File: src/rtl/hazard_control.sv
// hazard_control
//   Stall/flush controller for a 5-stage RV32I pipeline. Handles the hazards
//   that forwarding cannot cover:
//   - a load-use dependency inserts a one-cycle bubble;
//   - a taken branch or jump resolved in EX squashes IF/ID and ID/EX;
//   - a data-memory access that is not ready freezes the pipeline.
//   It also keeps saturating stall/flush statistics and a memory-wait
//   watchdog for the debug CSR block.
//
// Ports
//   clk, reset            pipeline clock, asynchronous active-high reset
//   id_rs1/id_rs2         source registers of the instruction in ID
//   id_use_rs1/id_use_rs2 ID instruction actually reads rs1/rs2
//   ex_rd, ex_memread     destination and load flag of the EX instruction
//   ex_branch_taken       EX redirects the PC
//   dmem_req, dmem_ready  MEM-stage access handshake
//   pc_write .. memwb_flush  pipeline-register enables and flushes (combinational)
//   stall_cnt, flush_cnt  saturating statistics counters
//   mem_timeout           sticky watchdog flag
module hazard_control #(
  parameter int CNT_WIDTH = 32,
  parameter int MAX_WAIT  = 64
) (
  input  logic                 clk,
  input  logic                 reset,
  input  logic [4:0]           id_rs1,
  input  logic [4:0]           id_rs2,
  input  logic                 id_use_rs1,
  input  logic                 id_use_rs2,
  input  logic [4:0]           ex_rd,
  input  logic                 ex_memread,
  input  logic                 ex_branch_taken,
  input  logic                 dmem_req,
  input  logic                 dmem_ready,
  output logic                 pc_write,
  output logic                 ifid_write,
  output logic                 ifid_flush,
  output logic                 idex_write,
  output logic                 idex_flush,
  output logic                 exmem_write,
  output logic                 memwb_flush,
  output logic [CNT_WIDTH-1:0] stall_cnt,
  output logic [CNT_WIDTH-1:0] flush_cnt,
  output logic                 mem_timeout
);

  typedef enum logic {ST_RUN, ST_WAIT} state_t;

  localparam logic [15:0] MAX_W = 16'(MAX_WAIT);

  state_t               state, state_n;
  logic [15:0]          wait_cnt, wait_n;
  logic                 timeout_n;
  logic [CNT_WIDTH-1:0] stall_n, flush_n;
  logic                 memwait, loaduse, branch_flush;

  function automatic logic [CNT_WIDTH-1:0] sat_inc(input logic [CNT_WIDTH-1:0] v,
                                                   input logic en);
    if (en && (v != {CNT_WIDTH{1'b1}}))
      return v + CNT_WIDTH'(1);
    return v;
  endfunction

  assign memwait = dmem_req & ~dmem_ready;
  assign loaduse = ex_memread & (ex_rd != 5'd0) &
                   ((id_use_rs1 & (id_rs1 == ex_rd)) |
                    (id_use_rs2 & (id_rs2 == ex_rd)));

  always_comb begin
    pc_write     = 1'b1;
    ifid_write   = 1'b1;
    ifid_flush   = 1'b0;
    idex_write   = 1'b1;
    idex_flush   = 1'b0;
    exmem_write  = 1'b1;
    memwb_flush  = 1'b0;
    branch_flush = 1'b0;
    state_n      = state;
    wait_n       = wait_cnt;
    timeout_n    = mem_timeout;

    // Hazard outputs are forced to the no-hazard values while reset is held.
    if (!reset) begin
      if (memwait) begin
        // Freeze: EX is held, so branch/load-use are re-evaluated after release.
        pc_write    = 1'b0;
        ifid_write  = 1'b0;
        idex_write  = 1'b0;
        exmem_write = 1'b0;
        memwb_flush = 1'b1;
      end else if (ex_branch_taken) begin
        ifid_flush   = 1'b1;
        idex_flush   = 1'b1;
        branch_flush = 1'b1;
      end else if (loaduse) begin
        pc_write   = 1'b0;
        ifid_write = 1'b0;
        idex_flush = 1'b1;
      end
    end

    case (state)
      ST_RUN: begin
        if (memwait) begin
          state_n = ST_WAIT;
          wait_n  = 16'd1;
        end
      end
      default: begin
        if (!memwait) begin
          state_n = ST_RUN;
          wait_n  = 16'd0;
        end else if (wait_cnt != MAX_W) begin
          wait_n = wait_cnt + 16'd1;
        end
      end
    endcase

    if (wait_n == MAX_W)
      timeout_n = 1'b1;

    stall_n = sat_inc(stall_cnt, ~pc_write);
    flush_n = sat_inc(flush_cnt, branch_flush);
  end

  always_ff @(posedge clk or posedge reset) begin
    if (reset) begin
      state       <= ST_RUN;
      wait_cnt    <= 16'd0;
      mem_timeout <= 1'b0;
      stall_cnt   <= '0;
      flush_cnt   <= '0;
    end else begin
      state       <= state_n;
      wait_cnt    <= wait_n;
      mem_timeout <= timeout_n;
      stall_cnt   <= stall_n;
      flush_cnt   <= flush_n;
    end
  end

endmodule

File: config.mk
export PLATFORM = sky130hd
export DESIGN_NAME = hazard_control
export DESIGN_NICKNAME = d
export VERILOG_FILES = /design/src/rtl/hazard_control.sv
export SDC_FILE = /design/constraint.sdc
export NUM_CORES = 1
export LEC_CHECK = 0
export ABC_CLOCK_PERIOD_IN_PS = 4000
export CAP_MARGIN = 10
export CORE_UTILIZATION = 35
export CTS_CLUSTER_SIZE = 40
export DETAILED_ROUTE_END_ITERATION = 16
export GPL_ROUTABILITY_DRIVEN = 0
export PLACE_DENSITY = 0.59
export SLEW_MARGIN = 5
export SYNTH_ARGS = -nofsm -noshare
export SYNTH_HDL_FRONTEND = slang
export SYNTH_SLANG_ARGS = --single-unit
File: constraint.sdc
create_clock -name clk -period 4 [get_ports clk]
set_clock_uncertainty 0.15 [all_clocks]
set_input_delay 0.6 -clock clk [delete_from_list [all_inputs] [get_ports clk]]
set_output_delay 0.6 -clock clk [all_outputs]
set_load 0.01 [all_outputs]
# ---- Yosys cells after proc, flatten, opt, wreduce, memory -nomap -nowiden
# Cells that the tools add are included.
# Widths: inputs -> output; s select.
dict set report op_classes {
  n_addsub 3
  mul 0
  div_mod_pow 0
  order_cmp 0
  n_eq_ne 6
  shifts 0
  muxes 23
  n_bitwise 8
  reduce_logical 3
}
# cell count
set ops {}
lappend ops {{$add 32x1->32 const B} 2}
lappend ops {{$mux 16} 4}
lappend ops {{$mux 32} 2}
lappend ops {{$ne 32x32->1 const B} 2}
lappend ops {{$mux 1} 17}
lappend ops {{$add 16x1->16 const B} 1}
lappend ops {{$eq 16x7->1 const B} 1}
lappend ops {{$ne 16x7->1 const B} 1}
lappend ops {{$eq 5x5->1} 2}
lappend ops {{$and 1x1->1} 5}
lappend ops {{$reduce_bool 5->1} 1}
lappend ops {{$logic_and 1x1->1} 2}
lappend ops {{$not 1->1} 2}
lappend ops {{$or 1x1->1} 1}
dict set report word_totals {
  register_bits 82
  latch_bits 0
  ramBits 0
  mem_bits_ro 0
  in_bits 23
  out_inout_bits 72
  memories 0
}

# ---- Longest topological paths before layout
# Gate-level depths: netlist of the first run.
dict set report depth {
  ltp_word 11
  depth_mapped 9
}

# ---- Worst setup path after synthesis of the first run
# No wires, ideal clock.
dict set report synth_path {
  path_kind {in2out}
  start {input port reset}
  end {output port pc_write}
  arrival_ps 3465
  required_time_ps 3250
  setup_slack_ps -215
  path_stages 5
  path_cell_list {inv_1 -> nand2_1 -> o221ai_1 -> nand2_1 -> buf_4}
}
dict set report synth_via {
  elab_chain_len 1
}
# item line
set synth_rtl {}
lappend synth_rtl {{start, declared} 25} ;# input logic reset,
lappend synth_rtl {{$mux 1} -}
lappend synth_rtl {{end, declared} 35} ;# output logic pc_write,
# No other way between the ends.

# ---- Worst setup path in the final report of the first run
dict set report layout_path {
  start {input port dmem_ready}
  end {output port pc_write}
}
dict set report layout_via {
  elab_chain_len 4
}
# item line
set layout_rtl {}
lappend layout_rtl {{start, declared} 34} ;# input logic dmem_ready,
lappend layout_rtl {{$not 1->1} 64} ;# assign memwait = dmem_req & ~dmem_ready;
lappend layout_rtl {{$and 1x1->1} 64}
lappend layout_rtl {{$mux 1} 84} ;# if (memwait) begin
lappend layout_rtl {{$mux 1} 83} ;# if (!reset) begin
# No other way between the ends.

==> key figures, run 1 <==
Run status
  • Status: complete, no violations

STA
  • Unrepaired setup endpoints after global routing: no
  • Final hold violation count: 0
  • Setup violation total in the final timing report: 0
  • Worst slew margin: 57.95%
  • Slew Limit Fails: 0
  • Fraction of the cycle the final worst path needs: 83.39%
  • Highest Clock Rate: 0.2998 GHz
  • Final sum of negative setup slack: 0 ns
  • Least-Margin Pin Slew: 0.6289 ns
  • Final period demand of the worst path: 3.336 ns

Critical path
  • Total buffers and inverters traversed by the critical path: 3
  • Critical path type: input port to primary output
  • Ordered cell list for the critical path: clkdlybuf4s50_1 > nand2b_1 > inv_1 > nand2_1 > o221ai_1 > nand2_1 > clkdlybuf4s50_1
  • CP Launch Type: input port
  • Cell at the slowest stage of the critical path: sky130_fd_sc_hd__clkdlybuf4s50_1
  • Worst reg2reg path startpoint: stall_cnt[4]
  • Data required time at the worst endpoint: 3.25 ns
  • Stages on worst setup path: 7
  • Critical Path AT: 2.59 ns
  • Largest incremental delay on the critical path: 0.55 ns
  • Top Family by Delay on Critical Path: buffers and inverters
  • Worst setup EP type: primary output
  • Peak fanout along the critical path: 11
  • Timing startpoint of the critical path: dmem_ready
  • Capture point of the worst reg-to-reg path: stall_cnt[1]
  • Reg2Reg Setup Slack: 1.35 ns
  • Worst R2R Path Depth: 5

Placed design
  • Count of buffers inserted at the top-level ports: 94
  • Post-detailed-placement half-perimeter wirelength: 7.594 mm
  • DP Area: 5444 um^2

Drt
  • First-iteration detailed-routing DRC count: 130
  • Count of antenna-violating nets left after detailed routing: 0
  • Overall routed net length: 10.30 mm
  • DRC violation count after routing: 0
  • Max Used Layer: met4
  • Met2 wire len: 4.769 mm
  • Routed vias/inst: 5.034
  • Routed length on met3: 409 um
  • M1 WL: 4.960 mm
  • Iteration count of the initial detailed-routing pass: 4
  • Routed via count: 3599
  • Drt wl/cell: 14.41 um

Clocking
  • Post_cts resized: 0
  • CTS tree: yes
  • Number of hold buffers added after cts: 0
  • Clock input transition at the sequential cells of the worst setup and hold paths: 0.06 ns
  • Max Root-Sink Buffers: 2
  • Clock latency reported for the late side of the worst-skew pair: 0.33 ns
  • Setup bufs post-CTS: 0
  • H-tree lvl count: 3
  • Buffer type at the clock tree root: sky130_fd_sc_hd__clkbuf_16
  • Sinks on Clock Net: 82
  • TritonCTS buffer count: 9

Global routing
  • GRT overflow: 0
  • Wire length of the first global-routing pass: 17.71 mm
  • Total Routing Usage GR: 16.99%
  • Via count of the first global-routing pass: 3537
  • Initial antenna violation count: 0
  • Pin count of the biggest net entering global routing: 34

Yosys
  • Count of synthesis-stage warnings from yosys: 0
  • Async SR Flop Fraction: 100.0%
  • Most frequent cell after synthesis: sky130_fd_sc_hd__dfrtp_1
  • Mean cell area of the mapped netlist: 9.707 um^2
  • Number of flops mapped to enable cells by yosys: 0
  • Proportion of synthesized chip area in sequential cells: 46.87%
  • Syn Nets: 478
  • Proportion of netlist area held by the largest area contributor: 46.87%
  • Library cell occupying the most area in the post-synthesis netlist: sky130_fd_sc_hd__dfrtp_1
  • Cell variety after synth: 47
  • Post-synthesis cell area: 4378 um^2
  • Predominant post-synthesis flop cell: sky130_fd_sc_hd__dfrtp_1
  • Cells taking the most area after synthesis: sky130_fd_sc_hd__dfrtp_1 (47%), sky130_fd_sc_hd__xor2_1 (9.6%), sky130_fd_sc_hd__xnor2_1 (7.8%), sky130_fd_sc_hd__nor2_1 (3.6%), sky130_fd_sc_hd__nand3_1 (3.4%)
  • Flip-flop and latch count after synthesis: 82
  • Leading cell types by count after synthesis: sky130_fd_sc_hd__dfrtp_1 (82), sky130_fd_sc_hd__xor2_1 (48), sky130_fd_sc_hd__nor2_1 (42), sky130_fd_sc_hd__xnor2_1 (39), sky130_fd_sc_hd__nand2_1 (34)
  • Syn Inst Count: 451

Pwr
  • Total power after layout: 2073 uW
  • Worst vdd ir: 260.5 uV
  • Static leakage power: 0.002535 uW
  • Cell area power density: 360.5 nW/um^2

Worst hold path
  • Hold crit path type: flop to flop
  • Origin of the worst min-delay path: mem_timeout
  • Number of cells on the worst hold path: 1
  • Worst Hold End: mem_timeout

Die
  • Horizontal die dimension: 113.8 um
  • Floorplan core area: 12110 um^2
  • Chip height: 113.8 um
  • Number of cell rows: 40
  • Area enclosed by the die boundary: 12960 um^2
  • Top-level I/O count: 95
  • Initial cell density of the core: 36.15%

Final layout
  • Final cell area excluding filler cells: 5751 um^2
  • Final layout net count: 569
  • Fillers: 1154
  • Diodes inserted: 0
  • Area Overhead vs Synth: 31.35%
  • Fraction of final layout cells with drive strength greater than 1: 4.753%

Job
  • Count of maximum capacitance violations: 0
cell families after synthesis:
group / after synthesis / share of synthesized area [%]
flops: 82 / 46.87
mux: 3 / 0.7430
simple gates: 212 / 25.69
xor+xnor: 88 / 17.78
fa+ha+maj: 5 / 1.372
buf+inv: 40 / 4.601
compound gates: 21 / 2.944
worst max-delay path by stage:
stage | endpoint
after floorplan | pc_write
after global placement | pc_write
after detailed placement | ifid_write
after CTS | ifid_write
after global routing | pc_write
final | pc_write
flip-flops by register name (all words and copies together), names as in the netlist:
name,flops
flush_cnt,32
stall_cnt,32
wait_cnt,16
mem_timeout,1
state,1
layout make-up:
type,count,area (um^2),area share [%]
clock buffers,12,256.5,4.460
clock inverters,4,50.05,0.8703
well taps,168,210.2,3.655
repair buffers,98,970.9,16.88
flip-flops and latches,82,2052,35.68
inverters,22,86.33,1.501
multi-input cells,329,2125,36.95
cell usage in the layout (no fill, tap or decap), types with 7 or more instances in the layout:
master	synthesis	final
sky130_fd_sc_hd__nand4_1	22	22
sky130_fd_sc_hd__nor2_1	42	42
sky130_fd_sc_hd__and4_1	7	7
sky130_fd_sc_hd__a21oi_1	7	7
sky130_fd_sc_hd__nor3_1	24	24
sky130_fd_sc_hd__xnor2_1	39	39
sky130_fd_sc_hd__and3_1	9	9
sky130_fd_sc_hd__nand3_1	30	30
sky130_fd_sc_hd__dfrtp_1	82	82
sky130_fd_sc_hd__nand2_1	34	34
sky130_fd_sc_hd__clkdlybuf4s50_1	0	94
sky130_fd_sc_hd__clkbuf_16	0	9
sky130_fd_sc_hd__xor2_1	48	48
sky130_fd_sc_hd__nor4_1	23	23
sky130_fd_sc_hd__inv_1	22	21
stage by stage:
stage	util [%]	setup slack, ns	cells	hold slack (ns)
finish	47.48	0.6643	715	0.3320
global route	47.48	0.4426	715	0.3593
CTS	47.48	0.6349	715	0.3419
detailed placement	44.95	0.6473	699	0.3286
global placement	44.95	0.6812	699	0.3243
floorplan	-	0.4292	451	0.3532
report_power, final:
group / internal (uW) / leakage (uW) / total [uW] / switching [uW]
Sequential: 874 / 0.00110 / 939 / 65.5
Combinational: 155 / 0.00129 / 293 / 139
Clock: 517 / 0.000145 / 840 / 323
metal layers:
layer	vias up	global-route usage, %
met2	94	27.28
met4	0	5.195
met3	10	3.454
met1	1747	23.15
met5	-	0
li1	1748	-
Note: power is estimated with default switching activity, not from simulation.
==> run 2, diff against run 1 <==
--- a/config.mk
+++ b/config.mk
@@ -5,13 +5,13 @@
 export SDC_FILE = /design/constraint.sdc
 export NUM_CORES = 1
 export LEC_CHECK = 0
-export ABC_CLOCK_PERIOD_IN_PS = 4000
+export ABC_CLOCK_PERIOD_IN_PS = 3050
 export CAP_MARGIN = 10
 export CORE_UTILIZATION = 35
 export CTS_CLUSTER_SIZE = 40
 export DETAILED_ROUTE_END_ITERATION = 16
 export GPL_ROUTABILITY_DRIVEN = 0
-export PLACE_DENSITY = 0.59
+export PLACE_DENSITY = 0.61
 export SLEW_MARGIN = 5
 export SYNTH_ARGS = -nofsm -noshare
 export SYNTH_HDL_FRONTEND = slang
==> constraint.sdc (replaced) <==
create_clock -name clk -period 3.05 [get_ports clk]
set_clock_uncertainty 0.15 [all_clocks]
set_input_delay 0.4575 -clock clk [delete_from_list [all_inputs] [get_ports clk]]
set_output_delay 0.4575 -clock clk [all_outputs]
set_load 0.01 [all_outputs]
==> key figures, run 2 (same netlist as run 1, synthesis figures left out) <==
Critical path
  • Cell occurring most often along the worst timing path: sky130_fd_sc_hd__clkdlybuf4s50_1
  • CP Launch Type: input port
  • Total buffers and inverters traversed by the critical path: 2
  • Peak fanout along the critical path: 3
  • Critical path type: input port to primary output
  • Top Family by Delay on Critical Path: buffers and inverters
  • Largest incremental delay on the critical path: 0.58 ns
  • Reg2Reg Setup Slack: 0.41 ns
  • Worst reg2reg path startpoint: stall_cnt[4]
  • Critical Path AT: 2.31 ns
  • Ordered cell list for the critical path: clkdlybuf4s50_1 > xnor2_1 > nand4_1 > o22ai_1 > a21oi_1 > nor3_1 > clkdlybuf4s50_1
  • Timing startpoint of the critical path: ex_rd[4]
  • Capture point of the worst reg-to-reg path: stall_cnt[1]
  • Data required time at the worst endpoint: 2.44 ns
  • Worst Setup EP: idex_flush
  • Cell at the slowest stage of the critical path: sky130_fd_sc_hd__clkdlybuf4s50_1
  • Stages on worst setup path: 7
  • Worst setup EP type: primary output
  • Worst R2R Path Depth: 5

Die
  • Horizontal die dimension: 113.8 um
  • Chip height: 113.8 um
  • Floorplan core area: 12110 um^2
  • Number of cell rows: 40
  • Initial cell density of the core: 36.15%
  • Area enclosed by the die boundary: 12960 um^2
  • Top-level I/O count: 95

Drt
  • M1 WL: 5.069 mm
  • First-iteration detailed-routing DRC count: 194
  • Iteration count of the initial detailed-routing pass: 4
  • Drt wl/cell: 14.64 um
  • Routed vias/inst: 5.053
  • Met2 wire len: 4.875 mm
  • DRC violation count after routing: 0
  • Count of antenna-violating nets left after detailed routing: 0
  • Overall routed net length: 10.52 mm
  • Routed length on met3: 431 um
  • Max Used Layer: met4
  • Routed via count: 3633

Clocking
  • Buffer type at the clock tree root: sky130_fd_sc_hd__clkbuf_16
  • TritonCTS buffer count: 9
  • H-tree lvl count: 3
  • Clock input transition at the sequential cells of the worst setup and hold paths: 0.06 ns
  • Clock latency reported for the late side of the worst-skew pair: 0.33 ns
  • Sinks on Clock Net: 82
  • Max Root-Sink Buffers: 2
  • Setup bufs post-CTS: 0
  • CTS tree: yes

Final layout
  • Final layout net count: 573
  • Regs by FF count: flush_cnt x32, stall_cnt x32, wait_cnt x16
  • Leading cell types in the layout, fill and taps excluded: sky130_fd_sc_hd__clkdlybuf4s50_1 (94), sky130_fd_sc_hd__dfrtp_1 (82), sky130_fd_sc_hd__xor2_1 (48)
  • Area Overhead vs Synth: 32.38%
  • Fraction of final layout cells with drive strength greater than 1: 5.808%
  • Diodes inserted: 0
  • Commonest non-fill, non-tap cell in the layout: sky130_fd_sc_hd__clkdlybuf4s50_1
  • Final cell area excluding filler cells: 5796 um^2
  • Fin util: 47.85%

Global routing
  • Wire length of the first global-routing pass: 18.07 mm
  • GRT overflow: 0
  • Via count of the first global-routing pass: 3591
  • Total Routing Usage GR: 17.42%
  • Initial antenna violation count: 0
  • Pin count of the biggest net entering global routing: 33

STA
  • Unrepaired setup endpoints after global routing: no
  • Final sum of negative setup slack: 0 ns
  • Fraction of the cycle the final worst path needs: 95.74%
  • Highest Clock Rate: 0.3424 GHz
  • Worst slew margin: 59.00%
  • Final hold violation count: 0
  • Setup violation total in the final timing report: 0
  • Least-Margin Pin Slew: 0.6133 ns
  • Slew Limit Fails: 0
  • Final period demand of the worst path: 2.920 ns

Worst hold path
  • Hold crit path type: input port to async pin

Job
  • Count of maximum capacitance violations: 0

Pwr
  • Switching part of the total: 25.34%
  • Static leakage power: 0.002567 uW
  • Fraction of power consumed by combinational cells: 14.0%
  • Part of the total power dissipated in the clock network: 40.5%
  • Power spent charging and discharging nets: 689.0 uW
  • Worst vdd ir: 314.7 uV
  • Sequential group share of total power: 45.5%
  • Internal power of the cells: 2030 uW
  • Cell area power density: 469.2 nW/um^2

Run status
  • Status: complete, no violations

Placed design
  • DP Area: 5490 um^2
  • Count of buffers inserted at the top-level ports: 94
  • Post-detailed-placement half-perimeter wirelength: 7.576 mm
[run 2: cell types whose count changed in the layout (fill, tap and decap cells not counted), sizes merged]
cell | before | now
clkinvlp | 3 | 1
clkbuf | 12 | 14
buf | 4 | 8
[run 2: how the worst min path moves through the flow]
stage / endpoint / cells past startpoint
finish: wait_cnt[1] / 2
global route: wait_cnt[0] / 2
CTS: wait_cnt[0] / 2
detailed placement: flush_cnt[15] / 1
global placement: stall_cnt[26] / 1
floorplan: mem_timeout / 1
[run 2: area by class of cell]
cell class	instances	area [um^2]
clock inverter	2	35.03
sequential	82	2052
clock buffer	14	264.0
inverter	22	86.33
timing repair buffer	102	1001
multi-input combinational	329	2147
fill	1151	6316
tap	168	210.2
[run 2: power by group through the flow]
| stage | clock, uW | combinational [uW] | sequential, uW |
|---|---|---|---|
| detailed placement | 0 | 384 | 1260 |
| floorplan | 0 | 164 | 1260 |
| global placement | 0 | 374 | 1250 |
| CTS | 1130 | 386 | 1240 |
| finish | 1100 | 380 | 1240 |
| global route | 1170 | 416 | 1250 |
[run 2: per-layer routing]
layer	GRT usage, %	vias to the layer above
met1	23.36	1766
li1	-	1761
met4	5.628	0
met3	4.304	15
met2	27.68	91
met5	0	-
[run 2: per-stage QoR]
stage               std cells  total power [uW]  worst slack, ns  hold WS, ns
finish                    719              2719           0.1299       0.2766
global route              719              2840          0.05213       0.2877
CTS                       719              2755          0.06688       0.2676
detailed placement        703              1641          0.08036       0.3246
global placement          703              1625           0.1169       0.3269
floorplan                 451              1421          0.01107       0.3532
[run 2: timing repair]
item                                    4_1_cts  5_1_grt
resized for setup                             0        1
hold buffers                                  0        0
endpoints found under the setup margin        0        2
